==> src/rtl/bcd_digit_entry_pkg.sv <==
// Shared definitions for the BCD operand-entry stage and the converter it feeds.
package bcd_digit_entry_pkg;

  localparam int          NDIGITS_DEF   = 2;
  localparam logic [3:0]  BCD_DIGIT_MAX = 4'd9;

  typedef enum logic [1:0] {
    ST_EMPTY = 2'd0,
    ST_ENTRY = 2'd1,
    ST_HOLD  = 2'd2
  } state_e;

  // True for a decimal nibble.
  function automatic logic digit_ok(input logic [3:0] d);
    return d <= BCD_DIGIT_MAX;
  endfunction

endpackage

==> src/rtl/bcd_digit_entry_shift_reg.sv <==
// NDIGITS x 4 shift register: new digit enters at the ones position, older
// digits move toward the MSD. load_zero wins over shift_en.
module bcd_digit_entry_shift_reg #(
  parameter int NDIGITS = 2
) (
  input  logic                   clk,
  input  logic                   rst,
  input  logic                   load_zero,
  input  logic                   shift_en,
  input  logic [3:0]             din,
  output logic [4*NDIGITS-1:0]   bcd
);

  logic [NDIGITS-1:0][3:0] dig_q;

  // One nibble register per digit position; position 0 takes the new digit.
  for (genvar g = 0; g < NDIGITS; g++) begin : g_dig
    logic [3:0] src;
    if (g == 0) begin : g_src0
      assign src = din;
    end else begin : g_srcn
      assign src = dig_q[g-1];
    end

    // Clear on load_zero, otherwise shift when enabled.
    always_ff @(posedge clk or posedge rst) begin
      if (rst)            dig_q[g] <= 4'd0;
      else if (load_zero) dig_q[g] <= 4'd0;
      else if (shift_en)  dig_q[g] <= src;
    end
  end

  assign bcd = dig_q;

endmodule

==> src/rtl/bcd_digit_entry.sv <==
// Operand-entry stage: collects decimal digits MSD-first into a packed BCD
// word and presents it with a valid/ready handshake after enter.
module bcd_digit_entry
  import bcd_digit_entry_pkg::*;
#(
  parameter int NDIGITS = NDIGITS_DEF,
  parameter int CNT_W   = 2
) (
  input  logic                  clk,
  input  logic                  rst,
  input  logic [3:0]            digit,
  input  logic                  digit_stb,
  input  logic                  enter,
  input  logic                  clear,
  output logic [4*NDIGITS-1:0]  BCD,
  output logic                  bcd_valid,
  input  logic                  bcd_ready,
  output logic [CNT_W-1:0]      digit_count,
  output logic                  err_digit,
  output logic                  err_full
);

  localparam logic [CNT_W-1:0] CNT_MAX = CNT_W'(NDIGITS);

  state_e           state_q, state_d;
  logic [CNT_W-1:0] cnt_q, cnt_d;
  logic             valid_q, valid_d;
  logic             err_digit_q, err_digit_d;
  logic             err_full_q, err_full_d;
  logic             shift_en, load_zero;
  logic             good_stb, bad_stb, accept;

  assign good_stb = digit_stb &&  digit_ok(digit);
  assign bad_stb  = digit_stb && !digit_ok(digit);

  bcd_digit_entry_shift_reg #(.NDIGITS(NDIGITS)) u_sr (
    .clk       (clk),
    .rst       (rst),
    .load_zero (load_zero),
    .shift_en  (shift_en),
    .din       (digit),
    .bcd       (BCD)
  );

  // State, counter, valid and error-pulse registers.
  always_ff @(posedge clk or posedge rst) begin
    if (rst) begin
      state_q     <= ST_EMPTY;
      cnt_q       <= '0;
      valid_q     <= 1'b0;
      err_digit_q <= 1'b0;
      err_full_q  <= 1'b0;
    end else begin
      state_q     <= state_d;
      cnt_q       <= cnt_d;
      valid_q     <= valid_d;
      err_digit_q <= err_digit_d;
      err_full_q  <= err_full_d;
    end
  end

  // Next-state logic; clear overrides everything, including error reporting.
  always_comb begin
    state_d     = state_q;
    cnt_d       = cnt_q;
    valid_d     = valid_q;
    err_digit_d = 1'b0;
    err_full_d  = 1'b0;
    shift_en    = 1'b0;
    load_zero   = 1'b0;
    accept      = 1'b0;

    if (clear) begin
      state_d   = ST_EMPTY;
      cnt_d     = '0;
      valid_d   = 1'b0;
      load_zero = 1'b1;
    end else begin
      err_digit_d = bad_stb;
      case (state_q)
        ST_EMPTY, ST_ENTRY: begin
          accept     = good_stb && (cnt_q < CNT_MAX);
          err_full_d = good_stb && (cnt_q == CNT_MAX);
          if (accept) begin
            shift_en = 1'b1;
            cnt_d    = cnt_q + CNT_W'(1);
            state_d  = ST_ENTRY;
          end
          // A digit arriving with enter is part of the operand, so an
          // EMPTY+digit+enter cycle still presents a value.
          if (enter && (accept || cnt_q != '0)) begin
            state_d = ST_HOLD;
            valid_d = 1'b1;
          end
        end
        ST_HOLD: begin
          err_full_d = good_stb;
          if (valid_q && bcd_ready) begin
            state_d   = ST_EMPTY;
            cnt_d     = '0;
            valid_d   = 1'b0;
            load_zero = 1'b1;
          end
        end
        default: begin
          state_d   = ST_EMPTY;
          cnt_d     = '0;
          valid_d   = 1'b0;
          load_zero = 1'b1;
        end
      endcase
    end
  end

  assign bcd_valid   = valid_q;
  assign digit_count = cnt_q;
  assign err_digit   = err_digit_q;
  assign err_full    = err_full_q;

endmodule

==> config.mk <==
export PLATFORM = sky130hd
export DESIGN_NAME = bcd_digit_entry
export DESIGN_NICKNAME = d
export VERILOG_FILES = /design/src/rtl/bcd_digit_entry_pkg.sv /design/src/rtl/bcd_digit_entry_shift_reg.sv /design/src/rtl/bcd_digit_entry.sv
export SDC_FILE = /design/constraint.sdc
export NUM_CORES = 1
export LEC_CHECK = 0
export CAP_MARGIN = 5
export CORE_ASPECT_RATIO = 1.4
export CORE_MARGIN = 2
export CORE_UTILIZATION = 40
export CTS_CLUSTER_SIZE = 12
export DETAILED_ROUTE_END_ITERATION = 7
export HOLD_SLACK_MARGIN = 0.1
export PLACE_DENSITY = 0.84
export REMOVE_ABC_BUFFERS = 1
export SYNTH_ARGS = -nofsm -noshare
export SYNTH_HDL_FRONTEND = slang
export SYNTH_HIERARCHICAL = 1
export SYNTH_SLANG_ARGS = --single-unit
==> constraint.sdc <==
create_clock -name clk -period 1.4 [get_ports clk]
set_input_delay 0.21 -clock clk [delete_from_list [all_inputs] [get_ports clk]]
set_output_delay 0.21 -clock clk [all_outputs]
set_load 0.01 [all_outputs]
==> impl_results.md, run 1 <==
* Pwr dens at 876 nW/um^2
* Clock skew at 5.28 ps
* Placement Rows at 18
* Pin count of the biggest net entering global routing at 9
* Synth cell count leaders: dfrtp_1, nor2_1, mux2i_1
* Final WL at 1830 um
* Cell with the most instances after synthesis: dfrtp_1
* R2r setup slk at -40 ps
* Die ar. at 2210 sq um
* Max_slew headroom at 0.801
* Layout area overhead at 53.1%
* Critical Path RT at 1580 ps
* Hold Violations, Final at 0
* RD Place Congestion at 0.769
* Core Area at 1760 sq um
* Number of distinct library cells after synthesis at 28
* Root buffer cell: clkbuf_4
* Util after Layout at 0.645
* Post-route cell area at 1130 sq um
* LEAKAGE at 0.559 nW
* Setup_tns at -164 ps
* Min Hold Slack at 183 ps
* Number of synthesized register bits at 15
* Total power at 0.992 mW
* Path type of the worst min-delay path: in2async
* Reg-to-Reg Start: digit_count[1]
* Worst setup path endpoint: u_sr/bcd[7]
* RSZ-0062 raised after global routing: true
* DP Worst Slack at -275 ps
* Max Cap Viol at 0
* Vias in the first global route at 692
* Fin crit period at 1440 ps
* Violated checks: negative setup slack
* FMAX at 0.696 GHz
* Number of antenna violations at the first check in global routing at 0
* CTS max path bufs at 2
* Die Span X at 40.3 um
* Gr ovfl total at 0
* 1st-iter DRT viols at 4
* Dpl cells at 123
* Post-Syn Area at 739 sq um
* First-pass GRT wire length at 2820 um
* EDFF count, synth at 0
* Post-synth ARST share at 1.00
* Nets at 123
* Clk slew on worst S/H paths at 90 ps
* # setup viols final at 8
* Endpoint class of the critical path: register
* Reg2Reg Depth at 6
* Crit path max fanout at 8
* Largest cells by area after synthesis: dfrtp_1, mux2i_1, nor2_1
* Worst-Margin Slew at 299 ps
* Die Y at 54.9 um
* Synth Instances at 70
* Num CTS Buffers at 3
* Primary FF master, synth: dfrtp_1
* DR vias/cell at 5.09
* Share of cells above drive strength 1 at 0.282
* Cell Count, Final, Fillers Out at 130
* Arrival time worst endpoint at 1620 ps
* Nature of the critical path startpoint: register
* Final ANT Viol Nets at 0
* Register Area at 375 sq um
* Starting Density at 0.421
* Sink Count at 15
* Seq/Total Area, Yosys at 0.508
* Tcrit/Tclk final at 1.03
* CP Launch Point: digit_count[1]
* Post-DP HPWL at 1390 um
* Placed cell area at 1070 sq um
* Top Ports at 23
* Final worst setup slack at -37.0 ps
* Hold buffers post-CTS at 0
* Number of diodes at 0
* GR Util All Layers at 0.189
* Yosys warnings at 6
* Max VDD drop at 588 uV
* Reg-to-Reg End: u_sr/bcd[7]
* Drt first pass iters at 3
* Filler cell count at 146
* Clock Latency Late Sink at 290 ps
* Post-Syn Area per Cell at 10.6 sq um
* Detailed-route via count at 662
* CTS tree: done
* Top-area cell type share of the netlist area at 0.508
* DRC at 0
* Status: finished, violations left
* DR WL/cell at 14.1 um
* Kind of critical path: reg2reg
* Port-buffer cells at 22
* Footprint of the multi-input gates at 345 sq um
* Biggest area consumer among synthesized cells: dfrtp_1
* H-tree Lvls at 1
* Slew Viols, Final at 0
cell type report:
cell class              count  area share
flip-flops and latches     15       0.331
multi-input cells          47       0.305
repair buffers             39       0.302
clock buffers               4      0.0232
well taps                  20      0.0221
inverters                   5      0.0166
placed cells by master, fill, tap and decap left out, types with 2 or more instances in the layout:
master,netlist,final
clkdlybuf4s50_1,0,11
dlygate4sd2_1,0,10
nor2b_1,2,2
mux2i_1,8,8
o21ai_0,2,2
buf_4,0,16
nand2_1,3,2
inv_2,1,2
o211ai_1,2,2
nor2_1,10,10
clkbuf_4,0,3
a21oi_2,1,2
a21oi_1,3,2
inv_1,4,3
dfrtp_1,15,15
timing repair:
item,in CTS,in global routing
resized for setup,10,8
setup endpoints to repair,19,11
buffers inserted,3,0
gates cloned,0,0
critical path: stages (launching register included):
cell and delay [ps]:
dfrtp_1 410, and2b_1 260, nand2_2 90, nor3_2 130, buf_6 170, mux2i_1 210, nor2_1 60
worst min-delay path by stage:
stage          startpoint             end  slack [ps]  cells after the start
6_report              rst  digit_count[0]         180                      2
5_1_grt               rst       err_digit         230                      2
4_1_cts               rst      state_q[1]         190                      2
3_5_place_dp          rst       bcd_valid         510                      2
3_3_place_gp          rst       err_digit         500                      2
2_1_floorplan         rst       bcd_valid          10                      1
state kept, by name, indices dropped and copies added, names as in the netlist:
signal	cells
bcd_valid	1
state_q	2
err_full	1
u_sr/g_dig.src	4
u_sr/bcd	4
digit_count	2
err_digit	1
where the power goes:
| part | total (mW) | leakage (nW) | switching, mW | internal [mW] |
|---|---|---|---|---|
| logic | 0.262 | 0.339 | 0.124 | 0.138 |
| clock network | 0.254 | 0.0150 | 0.143 | 0.111 |
| registers | 0.476 | 0.206 | 0.0197 | 0.456 |
routing by layer:
metal / global-route usage / vias to the layer above / part of all wire
met1: 0.207 / 316 / 0.38
met5: 0 / - / 0
li1: - / 322 / -
met4: 0.0833 / 0 / 0.016
met2: 0.344 / 21 / 0.56
met3: 0.0244 / 3 / 0.047
cell families after synthesis:
logic type / after synthesis / synth area share
simple gates: 22 / 0.146
compound gates: 15 / 0.152
flops: 15 / 0.508
buf+inv: 8 / 0.0524
mux: 8 / 0.108
fa+ha+maj: 2 / 0.0338
(Power assumes the default switching activity.)
==> run 2: changes to the inputs <==
--- a/config.mk
+++ b/config.mk
@@ -7,14 +7,14 @@
 export LEC_CHECK = 0
 export CAP_MARGIN = 5
 export CORE_ASPECT_RATIO = 1.4
-export CORE_MARGIN = 2
+export CORE_MARGIN = 5
 export CORE_UTILIZATION = 40
 export CTS_CLUSTER_SIZE = 12
 export DETAILED_ROUTE_END_ITERATION = 7
 export HOLD_SLACK_MARGIN = 0.1
 export PLACE_DENSITY = 0.84
 export REMOVE_ABC_BUFFERS = 1
+export SLEW_MARGIN = 10
 export SYNTH_ARGS = -nofsm -noshare
 export SYNTH_HDL_FRONTEND = slang
-export SYNTH_HIERARCHICAL = 1
 export SYNTH_SLANG_ARGS = --single-unit
==> run 2 against run 1 <==
  * Utilization down 0.71 points
  * Register-to-register slack better by 30 ps
  * Die area up 27%
  * Fmax up 2.3%
  * Critical endpoint is now u_sr.bcd[4]
  * Sequential power up 4%
  * Worst hold slack better by 42 ps
  * Critical path type unchanged
  * The flow still finishes with violations (negative setup slack)
  * Via count up 4.8%
  * Clock power about the same
  * Global-route usage down 4.1 points
==> impl_results.md, run 2 <==
* Synth cell count leaders: dfrtp_1, o21ai_1, nand3_1, o2bb2ai_1
* Status: finished, violations left
* Post-Synth XOR/XNOR Area at 0 (unchanged)
* Adder-cell area share of the yosys netlist at 0.0341 (+0.000231)
* Most common cell after layout, fill and taps aside: dfrtp_1
* Final WL at 1870 um (+1.9%)
* Final ANT Viol Nets at 0 (unchanged)
* GR Util All Layers at 0.148 (-0.0414)
* Starting Density at 0.418 (-0.00285)
* DP Worst Slack at -232 ps (+43.6 ps)
* Violated checks: negative setup slack
* Final worst setup slack at -5.01 ps (+32.0 ps)
* Synth Instances at 68 (-2.9%)
* Reg2Reg Depth at 3 (-3)
* Reg-to-Reg Start: state_q[1]
* Cell with the most instances after synthesis: dfrtp_1
* Max VDD drop at 641 uV (+9.2%)
* Main combinational cell family by area after synthesis: compound AO/OA/AOI/OAI gates
* Util after Layout at 0.637 (-0.00712)
* Post-DP HPWL at 1330 um (-4.5%)
* 1st-iter DRT viols at 22 (+18)
* Vias in the first global route at 721 (+4.2%)
* Top-area cell type share of the netlist area at 0.511 (+0.00346)
* Core Area at 1760 sq um (unchanged)
* Synth Area in Compound Gates at 0.244 (+0.0913)
* Port-buffer cells at 22 (unchanged)
* Post-synth ARST share at 1.00 (unchanged)
* Pin count of the biggest net entering global routing at 16 (+7)
* Num CTS Buffers at 3 (unchanged)
* CTS tree: done
* Filler cell count at 146 (unchanged)
* Endpoint class of the critical path: register
* Biggest area consumer among synthesized cells: dfrtp_1
* Hold buffers post-CTS at 0 (unchanged)
* CP max stage cell: or4b_4
* Met1 WL at 749 um (+8.2%)
* Clk slew on worst S/H paths at 100 ps (about the same)
* Die ar. at 2810 sq um (+27%)
* Clock Latency Late Sink at 290 ps (about the same)
* Layout area overhead at 52.5%
* LEAKAGE at 0.561 nW (+0.24%)
* Max_slew headroom at 0.795 (-0.00594)
* Nets at 116 (-5.7%)
* EDFF count, synth at 0 (unchanged)
* Primary FF master, synth: dfrtp_1
* Pwr dens at 923 nW/um^2 (+5.3%)
* Number of distinct library cells after synthesis at 25 (-11%)
* DR WL/cell at 15.2 um (+7.7%)
* Critical Path RT at 1610 ps (+30 ps)
* Hold Violations, Final at 0 (unchanged)
* Kind of critical path: reg2reg
* Largest cells by area after synthesis: dfrtp_1, o21ai_1, o2bb2ai_1
* Gr ovfl total at 0 (unchanged)
* # setup viols final at 1 (-7)
* Path type of the worst min-delay path: in2async
* Post-synthesis simple-gate area fraction at 0.175 (+0.0300)
* Drt first pass iters at 5 (+2)
* WL met3 at 135 um (+57%)
* Die Span X at 46.2 um (+15%)
* Top routing layer in use: met3
* FMAX at 0.712 GHz (+2.3%)
* Number of diodes at 0 (unchanged)
* RSZ-0062 raised after global routing: true
* Top Ports at 23 (unchanged)
* Post-Syn Area per Cell at 10.8 sq um (+2.2%)
* Root buffer cell: clkbuf_4
* Number of synthesized register bits at 15 (unchanged)
* Worst-Margin Slew at 306 ps (+7.18 ps)
* Yosys warnings at 0 (-6)
* Sink Count at 15 (unchanged)
* Met2 wire length at 980 um (-4.1%)
* Post-CTS setup buffers at 0 (-3)
* Crit path largest cell delay at 620 ps (+210 ps)
* Post-Syn Area at 734 sq um (-0.68%)
* Setup_tns at -5.01 ps (+159 ps)
* Most used cells in the layout excluding fill and tap cells: dfrtp_1, o21ai_1, clkdlybuf4s50_1, buf_4, dlygate4sd2_1
* Nature of the critical path startpoint: register
* Placement Rows at 18 (unchanged)
* First-pass GRT wire length at 3080 um (+9.3%)
* H-tree Lvls at 1 (unchanged)
* Slew Viols, Final at 0 (unchanged)
* Die Y at 60.7 um (+11%)
* Detailed-route via count at 694 (+4.8%)
* DR vias/cell at 5.64 (+11%)
* Max Cap Viol at 0 (unchanged)
* Seq/Total Area, Yosys at 0.511 (+0.00346)
* Fin crit period at 1410 ps (-32.0 ps)
* CTS max path bufs at 2 (unchanged)
* Number of antenna violations at the first check in global routing at 0 (unchanged)
* Mux cell area share after synthesis at 0 (-0.108)
* Share of cells above drive strength 1 at 0.262 (-0.0197)
* Clock skew at 6.71 ps (+1.43 ps)
* Arrival time worst endpoint at 1620 ps (about the same)
* Crit path max fanout at 5 (-3)
* CP Launch Point: state_q[1]
* Min Hold Slack at 225 ps (+42.0 ps)
* DRC at 0 (unchanged)
* RD Place Congestion at 0.809 (+5.2%)
* Worst path cell trace: or4b_4, nor2_8, o2bb2ai_1
* Tcrit/Tclk final at 1.00 (-0.0229)
==> run 2: stage by stage <==
step,area (sq um),power (mW),cells
floorplan,719,0.627,66
global placement,1050,0.775,118
detailed placement,1050,0.784,118
CTS,1070,1.01,122
global route,1120,1.09,123
finish,1120,1.03,123
==> run 2: power by group <==
group	switching, mW	internal [mW]
Clock	0.147	0.106
Sequential	0.0272	0.466
Combinational	0.143	0.145
Total	0.317	0.717
==> run 2: timing repair <==
action                     CTS  global route
cloned                       0             1
pin swaps                    0             2
setup endpoints to repair    8            14
gates resized for setup      8            11
==> run 2: layout make-up <==
type | count | area, sq um | share of cell area
Multi-Input combinational cell | 49 | 375 | 0.335
Tap cell | 20 | 25.0 | 0.0223
Clock inverter | 1 | 5.00 | 0.00447
Inverter | 3 | 11.3 | 0.0101
Timing Repair Buffer | 32 | 305 | 0.273
Sequential cell | 15 | 375 | 0.335
Clock buffer | 3 | 22.5 | 0.0201
==> run 2: critical path, delay by kind of cell (launching register included) <==
kind	cells	cell delay, ps
simple gates	2	790
compound gates	1	120
flops	1	420
==> run 2: path summary, 6_finish.rpt <==
check | to | slack [ps]
worst max-delay path | u_sr.bcd[4] | -5
worst min-delay path | u_sr.bcd[5] | 230
worst max register to register | u_sr.bcd[4] | -5
worst min register to register | u_sr.bcd[4] | 540
max in group asynchronous | u_sr.bcd[4] | 990
min in group clk | u_sr.g_dig[1].src[0] | 470
==> run 2: cell families after synthesis <==
group           count (synthesis)
compound gates                 29
simple gates                   17
flops                          15
buf+inv                         5
fa+ha+maj                       2
==> run 2: layer usage <==
| metal | vias to the layer above | GRT usage |
|---|---|---|
| li1 | 327 | - |
| met1 | 337 | 0.184 |
| met4 | 0 | 0.0407 |
| met2 | 30 | 0.252 |
| met5 | - | 0 |
| met3 | 0 | 0.0326 |
==> run 3: changes to the inputs <==
--- a/config.mk
+++ b/config.mk
@@ -9,6 +9,7 @@
 export CORE_ASPECT_RATIO = 1.4
 export CORE_MARGIN = 5
 export CORE_UTILIZATION = 40
+export CTS_BUF_LIST = sky130_fd_sc_hd__clkbuf_16
 export CTS_CLUSTER_SIZE = 12
 export DETAILED_ROUTE_END_ITERATION = 7
 export HOLD_SLACK_MARGIN = 0.1
==> run 3 against run 2 <==
  * The flow now finishes without violations
  * Wire length grew 4.2%
  * Fmax increased by 3.6%
  * Via count grew 3.0%
  * Non-clock buffer count stayed put
  * Worst hold slack improved by 47 ps
  * Critical path depth stayed put
  * Sequential share of layout area is 1.7 points lower
  * Utilization is 3.3 points higher
  * Combinational power up 3%
  * Critical endpoint is now u_sr.bcd[7]
==> impl_results.md, run 3 (synthesis results as in run 2) <==
* Nature of the critical path startpoint: register
* Path type of the worst min-delay path: in2async
* Layout area overhead at 60.5%
* CP Launch Point: digit_count[1]
* Crit path max fanout at 5 (unchanged)
* R2r setup slk at 40 ps (+50 ps)
* Hold buffers post-CTS at 0 (unchanged)
* Sink Count at 15 (unchanged)
* Pwr dens at 1150 nW/um^2 (+24%)
* Detailed-route via count at 715 (+3.0%)
* Max Cap Viol at 0 (unchanged)
* Reg-to-Reg End: u_sr.bcd[7]
* Top Ports at 23 (unchanged)
* CTS max path bufs at 2 (unchanged)
* Drt first pass iters at 4 (-1)
* Worst setup path endpoint: u_sr.bcd[7]
* Root buffer cell: clkbuf_16
* Final WL at 1940 um (+4.2%)
* Status: completed
* Clock Latency Late Sink at 250 ps (-40 ps)
* Number of diodes at 0 (unchanged)
* Final ANT Viol Nets at 0 (unchanged)
* Post-CTS setup buffers at 0 (unchanged)
* Most common cell after layout, fill and taps aside: dfrtp_1
* 1st-iter DRT viols at 10 (-55%)
* Nets at 116 (unchanged)
* Reg2Reg Depth at 3 (unchanged)
* Hold Violations, Final at 0 (unchanged)
* Die Span X at 46.2 um (unchanged)
* GR Util All Layers at 0.155 (+0.00774)
* Pin count of the biggest net entering global routing at 16 (unchanged)
* Clock skew at 5.86 ps (-0.849 ps)
* Max_slew headroom at 0.789 (-0.00547)
* Placement Rows at 18 (unchanged)
* CTS tree: done
* Die Y at 60.7 um (unchanged)
* Worst-Margin Slew at 314 ps (+8.15 ps)
* H-tree Lvls at 1 (unchanged)
* Reg-to-Reg Start: digit_count[1]
* Core Area at 1760 sq um (unchanged)
* Post-DP HPWL at 1330 um (unchanged)
* Endpoint class of the critical path: register
* Critical Path RT at 1530 ps (-80 ps)
* Slew Viols, Final at 0 (unchanged)
* Vias in the first global route at 740 (+2.6%)
* Die ar. at 2810 sq um (unchanged)
* Dpl cells at 118 (unchanged)
* Cell Count, Final, Fillers Out at 123 (unchanged)
* DR WL/cell at 15.8 um (+4.2%)
* Fin crit period at 1360 ps (-49.4 ps)
* Gr ovfl total at 0 (unchanged)
* # setup viols final at 0 (-1)
* First-pass GRT wire length at 3150 um (+2.5%)
* FMAX at 0.738 GHz (+3.6%)
* Share of cells above drive strength 1 at 0.223 (-0.0388)
* Clk slew on worst S/H paths at 50 ps (-50 ps)
* Post-route cell area at 1180 sq um (+5.3%)
* Max VDD drop at 801 uV (+25%)
* Arrival time worst endpoint at 1490 ps (-130 ps)
* Placed cell area at 1050 sq um (unchanged)
* RD Place Congestion at 0.809 (unchanged)
* DRC at 0 (unchanged)
* Starting Density at 0.418 (unchanged)
* Most used cells in the layout excluding fill and tap cells: dfrtp_1, clkdlybuf4s50_1, o21ai_1, buf_4, dlymetal6s2s_1
* Port-buffer cells at 22 (unchanged)
* DR vias/cell at 5.81 (+3.0%)
* Number of antenna violations at the first check in global routing at 0 (unchanged)
* Num CTS Buffers at 3 (unchanged)
* Total power at 1.35 mW (+31%)
* LEAKAGE at 0.606 nW (+8.1%)
* Tcrit/Tclk final at 0.968 (-0.0353)
* Kind of critical path: reg2reg
-- run 3: cell count changes in the layout (fill, tap and decap cells not counted), sizes merged --
cell           change
clkdlybuf4s50      +3
dlygate4sd2        -7
dlymetal6s2s       +4
-- run 3: metal layers --
layer | wire, um | GRT usage | vias up
met2 | 1040 | 0.270 | 31
met1 | 694 | 0.178 | 350
li1 | - | - | 327
met3 | 154 | 0.0326 | 7
met4 | 51 | 0.0691 | 0
met5 | 0 | 0 | -
-- run 3: repair_timing --
item,CTS,global route
endpoints found under the setup margin,2,18
cloned,0,1
gates resized for setup,1,11
-- run 3: area by class of cell --
type,instances,area (sq um)
Multi-Input combinational cell,49,363
Clock buffer,3,75.1
Timing Repair Buffer,32,324
Clock inverter,1,5.00
Fill cell,142,578
Inverter,3,11.3
Sequential cell,15,375
Tap cell,20,25.0
-- run 3: through the flow --
| stage | util | setup slack [ps] | setup TNS, ps | hold WS [ps] |
|---|---|---|---|---|
| 2_1_floorplan | - | -7.68 | -54.2 | 111 |
| 3_3_place_gp | 0.599 | -203 | -1840 | 494 |
| 3_5_place_dp | 0.599 | -232 | -2180 | 515 |
| 4_1_cts | 0.644 | 0.415 | 0 | 286 |
| 5_1_grt | 0.671 | -30.7 | -30.7 | 337 |
| 6_report | 0.671 | 44.4 | 0 | 273 |
-- run 3: how the worst min path moves through the flow --
| stage | start | end | slack, ps | cells after the start |
|---|---|---|---|---|
| after floorplan | rst | bcd_valid | 110 | 1 |
| after global placement | u_sr.g_dig[1].src[0] | u_sr.bcd[4] | 490 | 1 |
| after detailed placement | u_sr.g_dig[1].src[0] | u_sr.bcd[4] | 520 | 1 |
| after CTS | rst | u_sr.bcd[5] | 290 | 3 |
| after global routing | rst | state_q[1] | 340 | 3 |
| final | rst | state_q[1] | 270 | 3 |
-- run 3: worst max-delay path, cell delays in order, from the launching register on --
cell and delay (ps):
dfrtp_1 400, or4b_4 620, o21ai_1 150, a21oi_1 80
-- run 3: where the power goes --
part | switching [mW] | total, mW | internal (mW)
logic | 0.145 | 0.297 | 0.152
clock network | 0.179 | 0.560 | 0.381
registers | 0.0268 | 0.494 | 0.467
